`src/rtl/sm_fx_pkg.sv`:
```
// Shared types and helpers for the sign-magnitude fixed-point MAC.
// Default word geometry is Q3.12 with four accumulator guard bits.
package sm_fx_pkg;

    typedef enum logic [1:0] {
        ACC,
        DRAIN,
        DONE
    } state_t;

    localparam int W_DEF     = 16;
    localparam int FRAC_DEF  = 12;
    localparam int GUARD_DEF = 4;
    localparam int TERMS_DEF = 64;

    localparam int ACC_W   = W_DEF + GUARD_DEF;
    localparam int MAG_MAX = (1 << (W_DEF - 1)) - 1;

    // Magnitudes are carried at a fixed wide width so one helper serves any geometry.
    localparam int SM_MW = 64;

    typedef struct packed {
        logic             sat;
        logic             sign;
        logic [SM_MW-1:0] mag;
    } sm_sum_t;

    function automatic sm_sum_t sm_add(
        input logic             a_sign,
        input logic [SM_MW-1:0] a_mag,
        input logic             b_sign,
        input logic [SM_MW-1:0] b_mag,
        input int unsigned      mag_w
    );
        sm_sum_t          r;
        logic [SM_MW:0]   sum;
        logic [SM_MW:0]   lim;
        r   = '0;
        lim = ({{SM_MW{1'b0}}, 1'b1} << mag_w) - {{SM_MW{1'b0}}, 1'b1};
        if (a_sign == b_sign) begin
            sum    = {1'b0, a_mag} + {1'b0, b_mag};
            r.sign = a_sign;
            if (sum > lim) begin
                r.sat = 1'b1;
                r.mag = lim[SM_MW-1:0];
            end else begin
                r.mag = sum[SM_MW-1:0];
            end
        end else if (a_mag >= b_mag) begin
            r.sign = a_sign;
            r.mag  = a_mag - b_mag;
        end else begin
            r.sign = b_sign;
            r.mag  = b_mag - a_mag;
        end
        if (r.mag == '0) begin
            r.sign = 1'b0;
        end
        return r;
    endfunction

endpackage

```
`src/rtl/sm_fx_mul.sv`:
```
// Registered stage-1 sign-magnitude multiplier: product, FRAC shift,
// clamp to the accumulator magnitude range and -0 suppression.
module sm_fx_mul
    import sm_fx_pkg::*;
#(
    parameter int W    = W_DEF,
    parameter int FRAC = FRAC_DEF,
    parameter int AM   = W_DEF - 1 + GUARD_DEF
) (
    input  logic          clk,
    input  logic          rst,
    input  logic          en,
    input  logic [W-1:0]  x,
    input  logic [W-1:0]  w,
    output logic          p_valid,
    output logic          p_sign,
    output logic [AM-1:0] p_mag,
    output logic          p_ovf
);

    localparam int PW = 2 * (W - 1);

    logic [PW-1:0]    prod;
    logic [PW-1:0]    shifted;
    logic [SM_MW-1:0] wide;
    logic [SM_MW-1:0] lim;
    logic             clamp;
    logic [AM-1:0]    mag;

    always_comb begin
        prod    = {{(W-1){1'b0}}, x[W-2:0]} * {{(W-1){1'b0}}, w[W-2:0]};
        shifted = prod >> FRAC;
        wide    = SM_MW'(shifted);
        lim     = (SM_MW'(1) << AM) - SM_MW'(1);
        clamp   = wide > lim;
        mag     = clamp ? lim[AM-1:0] : wide[AM-1:0];
    end

    always_ff @(posedge clk) begin
        if (rst) begin
            p_valid <= 1'b0;
            p_sign  <= 1'b0;
            p_mag   <= '0;
            p_ovf   <= 1'b0;
        end else begin
            p_valid <= en;
            if (en) begin
                p_sign <= (x[W-1] ^ w[W-1]) & (mag != '0);
                p_mag  <= mag;
                p_ovf  <= clamp;
            end
        end
    end

endmodule

```
`src/rtl/sm_fx_mac.sv`:
```
// Pipelined sign-magnitude fixed-point multiply-accumulate for neuron sums:
// stage-1 multiply, stage-2 guarded accumulate, saturated result per vector.
module sm_fx_mac
    import sm_fx_pkg::*;
#(
    parameter int W         = W_DEF,
    parameter int FRAC      = FRAC_DEF,
    parameter int GUARD     = GUARD_DEF,
    parameter int MAX_TERMS = TERMS_DEF
) (
    input  logic                           clk,
    input  logic                           rst,
    input  logic                           in_valid,
    output logic                           in_ready,
    input  logic [W-1:0]                   in_x,
    input  logic [W-1:0]                   in_w,
    input  logic                           in_last,
    output logic                           out_valid,
    input  logic                           out_ready,
    output logic [W-1:0]                   out_result,
    output logic                           out_ovf,
    output logic [$clog2(MAX_TERMS+1)-1:0] out_terms
);

    localparam int AM    = W - 1 + GUARD;
    localparam int CW    = $clog2(MAX_TERMS + 1);
    localparam int OUT_M = (1 << (W - 1)) - 1;

    state_t state;
    state_t state_nx;

    logic          accept;
    logic          end_vec;
    logic          handshake;
    logic [CW-1:0] terms;

    logic          p_valid;
    logic          p_sign;
    logic [AM-1:0] p_mag;
    logic          p_ovf;

    logic          acc_sign;
    logic [AM-1:0] acc_mag;
    logic          acc_ovf;
    sm_sum_t       add_r;
    logic          add_hi;
    logic          acc_big;
    logic [W-1:0]  fmt;

    assign accept    = in_valid & in_ready;
    assign end_vec   = in_last | (terms == CW'(MAX_TERMS - 1));
    assign handshake = out_valid & out_ready;

    sm_fx_mul #(
        .W    (W),
        .FRAC (FRAC),
        .AM   (AM)
    ) u_mul (
        .clk     (clk),
        .rst     (rst),
        .en      (accept),
        .x       (in_x),
        .w       (in_w),
        .p_valid (p_valid),
        .p_sign  (p_sign),
        .p_mag   (p_mag),
        .p_ovf   (p_ovf)
    );

    always_ff @(posedge clk) begin
        if (rst) begin
            state <= ACC;
        end else begin
            state <= state_nx;
        end
    end

    always_comb begin
        state_nx = state;
        in_ready = 1'b0;
        unique case (state)
            ACC: begin
                in_ready = 1'b1;
                if (accept && end_vec) begin
                    state_nx = DRAIN;
                end
            end
            DRAIN: begin
                state_nx = DONE;
            end
            DONE: begin
                if (handshake) begin
                    state_nx = ACC;
                end
            end
            default: begin
                state_nx = ACC;
            end
        endcase
    end

    always_comb begin
        add_r   = sm_add(acc_sign, SM_MW'(acc_mag), p_sign, SM_MW'(p_mag), AM);
        add_hi  = |add_r.mag[SM_MW-1:AM];
        acc_big = acc_mag > AM'(OUT_M);
        fmt     = acc_big ? {acc_sign, {(W-1){1'b1}}}
                          : {acc_sign, acc_mag[W-2:0]};
    end

    always_ff @(posedge clk) begin
        if (rst) begin
            acc_sign <= 1'b0;
            acc_mag  <= '0;
            acc_ovf  <= 1'b0;
            terms    <= '0;
        end else if (state == DONE && handshake) begin
            acc_sign <= 1'b0;
            acc_mag  <= '0;
            acc_ovf  <= 1'b0;
            terms    <= '0;
        end else begin
            if (accept) begin
                terms <= terms + CW'(1);
            end
            if (p_valid) begin
                acc_sign <= add_r.sign;
                acc_mag  <= add_r.mag[AM-1:0];
                acc_ovf  <= acc_ovf | p_ovf | add_r.sat | add_hi;
            end
        end
    end

    // Result is captured one edge after DONE is entered, so it is stable
    // for as long as the consumer stalls.
    always_ff @(posedge clk) begin
        if (rst) begin
            out_valid  <= 1'b0;
            out_result <= '0;
            out_ovf    <= 1'b0;
            out_terms  <= '0;
        end else if (state == DONE) begin
            if (!out_valid) begin
                out_valid  <= 1'b1;
                out_result <= fmt;
                out_ovf    <= acc_ovf | acc_big;
                out_terms  <= terms;
            end else if (out_ready) begin
                out_valid <= 1'b0;
            end
        end
    end

endmodule

```
`config.mk`:
```
export PLATFORM = sky130hd
export DESIGN_NAME = sm_fx_mac
export DESIGN_NICKNAME = d
export VERILOG_FILES = /design/src/rtl/sm_fx_pkg.sv /design/src/rtl/sm_fx_mul.sv /design/src/rtl/sm_fx_mac.sv
export SDC_FILE = /design/constraint.sdc
export NUM_CORES = 1
export LEC_CHECK = 0
export ABC_AREA = 1
export CORE_MARGIN = 2
export CORE_UTILIZATION = 50
export DETAILED_ROUTE_END_ITERATION = 8
export GPL_TIMING_DRIVEN = 0
export PLACE_DENSITY = 0.68
export SETUP_SLACK_MARGIN = 0.15
export SYNTH_ARGS = -nofsm -noshare
export SYNTH_HDL_FRONTEND = slang
export SYNTH_SLANG_ARGS = --single-unit
```
`constraint.sdc`:
```
create_clock -name clk -period 10.9 [get_ports clk]
set_clock_uncertainty 0.15 [all_clocks]
set_input_delay 1.09 -clock clk [delete_from_list [all_inputs] [get_ports clk]]
set_output_delay 1.09 -clock clk [all_outputs]
set_load 0.02 [all_outputs]
```
---- After elaboration in Yosys (flattened, before gate mapping) ----
Cells that the tools add are included.
Widths: inputs -> output; s select.
storage, ports and cells
  bits in registers ....................... 77
  bits of input ports ..................... 37
  output and inout port bits .............. 26
operators by class
  add/sub/neg operators ................... 4
  multipliers ............................. 1
  $lt $le $gt $ge ......................... 4
  eq/ne operators ......................... 8
  multiplexer cells ....................... 14
  bitwise operators ....................... 10
  reduce and logical (&&, ||, !) cells .... 10
operators with widths
  operator              number
  $mux 65               2
  $logic_not 64->1      1
  $reduce_or 45->1      1
  $sub 19x19->20        2
  $mul 15x15->30        1
  $add 19x19->20        1
  $gt 20x19->1 const B  1
  $mux 20               1
  $ge 19x19->1          1
  $gt 18x19->1 const B  1
  $gt 19x15->1 const B  1
  $mux 19               1
  $reduce_bool 19->1    1
  $mux 15               1
  $add 7x1->7 const B   1
  $eq 7x6->1 const B    1
  $mux 1                6
  $pmux 2 s3            1
  $or 1x1->1            5
  $mux 2                2
  $ne 2x1->1 const B    2
  $ne 2x2->1 const B    2
  $reduce_and 2->1      2
  $and 1x1->1           3
  other kinds (9)       10

---- Depth between registers and ports, before layout ----
  depth in word-level cells ............... 7
  gate-level depth with buffers ........... 33
  gate-level depth less buffers ........... 32

---- By module ----
A second synthesis with hierarchy kept.
second synthesis, totals
  cell total of the unflattened synthesis .. 2391
  area, all modules ....................... 15381.0 µm²
by module, submodules not included
  module     times used  cells an instance  area an instance (µm²)
  sm_fx_mul  1           1283               8903.5
  sm_fx_mac  1           1108               6477.5

---- Least setup slack after synthesis ----
Ideal clock, no wire load.
  path type ............................... input-to-reg
  start point ............................. in in_x[0]
  end point ............................... reg u_mul.p_sign
  setup time .............................. 0.132 ns
  arrival ................................. 6.122 ns
  required time ........................... 10.618 ns
  setup slack ............................. 4.496 ns
  stages .................................. 25
  path buffers ............................ 1
  path through ............................ clkbuf_1 > nand2_1 > fa_1 > fa_1 > inv_1 > fa_1 > fa_1 > fa_1 > inv_1 > fa_1 > inv_1 > ha_1 > nand2_1 > nor2_1 > inv_1 > nor3_1 > nand3_1 > nand3_1 > nand2_1 > nor2_1 > nand2_1 > nor2_1 > nand3_1 > nand2_1 > a21oi_1
on the way
  word-level cells in the longest chain between the ends .. 5
ends and longest elaborated chain
  what                    line             RTL
  start: declaration      sm_fx_mac.sv:15  input logic [W-1:0] in_x,
  $mul 15x15->30 (*)      sm_fx_mul.sv:31  prod = {{(W-1){1'b0}}, x[W-2:0]} * {{(W-1){1'b0}}, w[W-2:0]};
  $gt 18x19->1            sm_fx_mul.sv:35  clamp = wide > lim;
  $mux 19 (*)             sm_fx_mul.sv:36  mag = clamp ? lim[AM-1:0] : wide[AM-1:0];
  $reduce_bool 19->1 (*)  sm_fx_mul.sv:48  p_sign <= (x[W-1] ^ w[W-1]) & (mag != '0);
  $and 1x1->1 (*)         sm_fx_mul.sv:48
  end signal: assignment  sm_fx_mul.sv:48
  end: declaration        sm_fx_mul.sv:16  output logic p_sign,
Mark *: on every way between the ends. The rest lies on a longest branch, timed or not.
A chain may end at the register's enable or synchronous reset.

---- Final worst setup path ----
  start point ............................. in in_w[10]
  end point ............................... reg u_mul.p_sign
on the way
  word-level cells in the longest chain between the ends .. 5
ends and longest elaborated chain
  what                    line             RTL
  start: declaration      sm_fx_mac.sv:16  input logic [W-1:0] in_w,
  $mul 15x15->30 (*)      sm_fx_mul.sv:31
  $gt 18x19->1            sm_fx_mul.sv:35
  $mux 19 (*)             sm_fx_mul.sv:36
  $reduce_bool 19->1 (*)  sm_fx_mul.sv:48
  $and 1x1->1 (*)         sm_fx_mul.sv:48
Marked as above.

==> impl_metrics.ini <==
[run_status]
status = complete, no violations

[job]
drv_cap = 0

[clock_tree]
htreeDepth = 3
tritoncts = done
cts-buffers-inserted = 9
cts_sinks = 75
clk_latency_ns = 0.34
cts_resized = 0
clockBufferDepth = 2
cts_hold_buffers = 0
cts-root-buf = clkbuf_16
path_clk_slew_ns = 0.06
cts_setup_buffers = 0

[synth]
synth_enable_flop_cells = 0
synth-simple-area-share_pct = 28.7
ys_top_cells_by_count = nand2_1 (793), inv_1 (600), fa_1 (169)
synth_compound_area_share_pct = 7.97
synth_cell_type_count = 42
synth_top_family_by_area = adder cells
syn_inst = 2413
yosys_warnings = 0
synthAdderAreaFrac_pct = 34.1
avgSynthCellArea_sq_um = 6.33
synth_xor_area_share_pct = 1.72
synth_area_leaders = fa_1 (22%), nand2_1 (19%), inv_1 (15%)
ys_ff_latch = 75
ys_seq_area_share_pct = 9.83
async_flop_share_pct = 0
syn_nets = 2765
synth_top_area_share_pct = 22.2
yosysTopAreaCell = fa_1
synth.most_common_cell = nand2_1
mappedNetlistArea_sq_mm = 0.0153
synth_flop_cell = dfxtp_1
yosys-mux-area-fraction_pct = 0

[floorplanning]
ios = 63
fp-row-count = 63
start_util_pct = 51.1
die_area_sq_mm = 0.0319
die_x_um = 179
die_y_um = 179
core_area_sq_mm = 0.0299

[setup_path]
r2r-end = acc_sign
slowest_stage = clkdlybuf4s50_1
crit_family = adder cells
crit_top_cell = fa_1
r2r_start = acc_mag[0]
criticalPathCategory = in -> reg
r2r_slack_ns = 7.33
slowest_delay_ns = 0.77
critPathMaxFanout = 10
reg2reg_depth = 21
cp.required_ns = 10.96
crit_arrival_ns = 7.90
end_kind = register
cp_num_buf_inv = 6
start_kind = primary input

[worst_hold_path]
hp-start = state[1]
min_path_type = reg -> reg
whs_endpoint = state[1]
holdPathStages = 3

[power_and_ir_drop]
p_per_area_mw_per_mm2 = 327
vdd_drop_max_uv = 281
power_leakage_nw = 10.1

[cells_and_area]
num_antenna_cells = 0
postLayoutCellArea_sq_mm = 0.0167
area_delta_synth_final_pct = 9.30
drive_gt1_share_pct = 2.77
instances_no_fill = 2880
nNetsFinal = 2837

[placed_design]
routabilityCongestion = 0.991
numPortBuffers = 61
post-dp-hpwl_um = 41700
place_inst = 2864
place_area_sq_mm = 0.0164

[sta]
fin_crit_sh_pct = 71.9
period_minus_slack_ns = 7.84
rsz0062_at_grt = false
hold_violations = 0
tightest_slew_ns = 1.16
setup_viol = 0
hold_slack_ns = 0.355
maxSlewViolCount = 0
setup_tns_ns = 0
max_freq_mhz = 128
slew-limit-headroom_pct = 22.0

[route]
drt_iter0_drc = 1422
totalWireLength_um = 49100
firstDrtPassIters = 5
drc = 0
routed_via_density = 5.25
vias = 15121
ant_nets = 0
avgRoutedWirePerCell_um = 17.0

[grt]
first_global_vias = 14590
grt_max_degree = 17
grt_use_total_pct = 32.3
antenna_found_initial = 0
grt_pass1_wl_um = 78600
grt.overflow.total = 0
[placed cells by master, fill, tap and decap left out, drive strengths merged]
cell and count:
o221ai 1, or2 1, dfxtp 75, nand3b 2, o211ai 8, clkinvlp 1
a21o 2, and3 1, a211oi 1, nand2 805, nor4 1, clkdlybuf4s50 61
nand3 101, nor3 16, xnor2 7, o21a 2, and2 2, inv 611
a21boi 1, a41oi 1, o21bai 7, a21oi 117, clkbuf 58, buf 23
clkinv 6, o21ai 86, fa 169, nand4 23, a31oi 3, ha 146
bufinv 1, nor2 128, xor2 23
[kinds of logic (layout without fill, tap and decap cells)]
family                     count (synthesis)  after routing
AOI/OAI and AO/OA                        229            229
xor gates and xnor gates                  30             30
adders and majority gates                315            315
buffers and inverters                    684            761
DFF                                       75             75
and+or+nand+nor                         1080           1080
[worst max path at each step]
stage,cells past startpoint,endpoint,slack [ns],startpoint
after floorplan,25,u_mul.p_sign,4.50,in_x[0]
after global placement,25,u_mul.p_sign,2.89,in_x[4]
after detailed placement,27,u_mul.p_sign,2.83,in_w[10]
after CTS,27,u_mul.p_sign,3.18,in_w[10]
after global routing,27,u_mul.p_sign,2.77,in_w[10]
final,25,u_mul.p_sign,3.06,in_w[10]
[sequential cells by signal (all words and copies together) (netlist names)]
name and cells:
acc_mag 19, u_mul.p_mag 18, out_result 16, out_terms 7, terms 7, state 2, acc_ovf 1, acc_sign 1
out_ovf 1, out_valid 1, u_mul.p_sign 1, u_mul.p_valid 1
[metal layers]
| metal | wire length [um] | GRT usage (%) |
|---|---|---|
| met2 | 20500 | 48.9 |
| met5 | 0 | 0 |
| met1 | 23200 | 48.7 |
| met4 | 665 | 5.05 |
| met3 | 4700 | 5.96 |
[layout make-up]
type                    instances  area [sq um]
fillers                      3098         13200
multi-input cells            1654         11100
inverters                     612          2300
flip-flops and latches         75          1500
repair buffers                 61           611
well taps                     390           488
plain buffers                  72           390
clock buffers                   9           225
clock inverters                 7          96.3
[per-stage QoR]
| step | util, % | power (mW) | setup WS (ns) |
|---|---|---|---|
| 6_report | 55.9 | 5.46 | 3.06 |
| 3_3_place_gp | 54.8 | 4.97 | 2.89 |
| 2_1_floorplan | - | 3.75 | 4.50 |
| 5_1_grt | 55.9 | 6.12 | 2.77 |
| 4_1_cts | 55.9 | 5.36 | 3.18 |
| 3_5_place_dp | 54.8 | 5.01 | 2.83 |
[power by group]
part           internal [mW]  switching [mW]
clock                  0.185           0.137
sequential             0.315          0.0394
combinational           1.58            3.20
total                   2.08            3.37
[worst register-to-register path: cells and delay by family (launching register included)]
kind / cells / cell delay [ns]
and+or+nand+nor: 14 / 1.51
adders and majority gates: 2 / 0.70
buffers and inverters: 5 / 0.66
DFF: 1 / 0.44
Note: power is estimated with default switching activity, not from simulation.
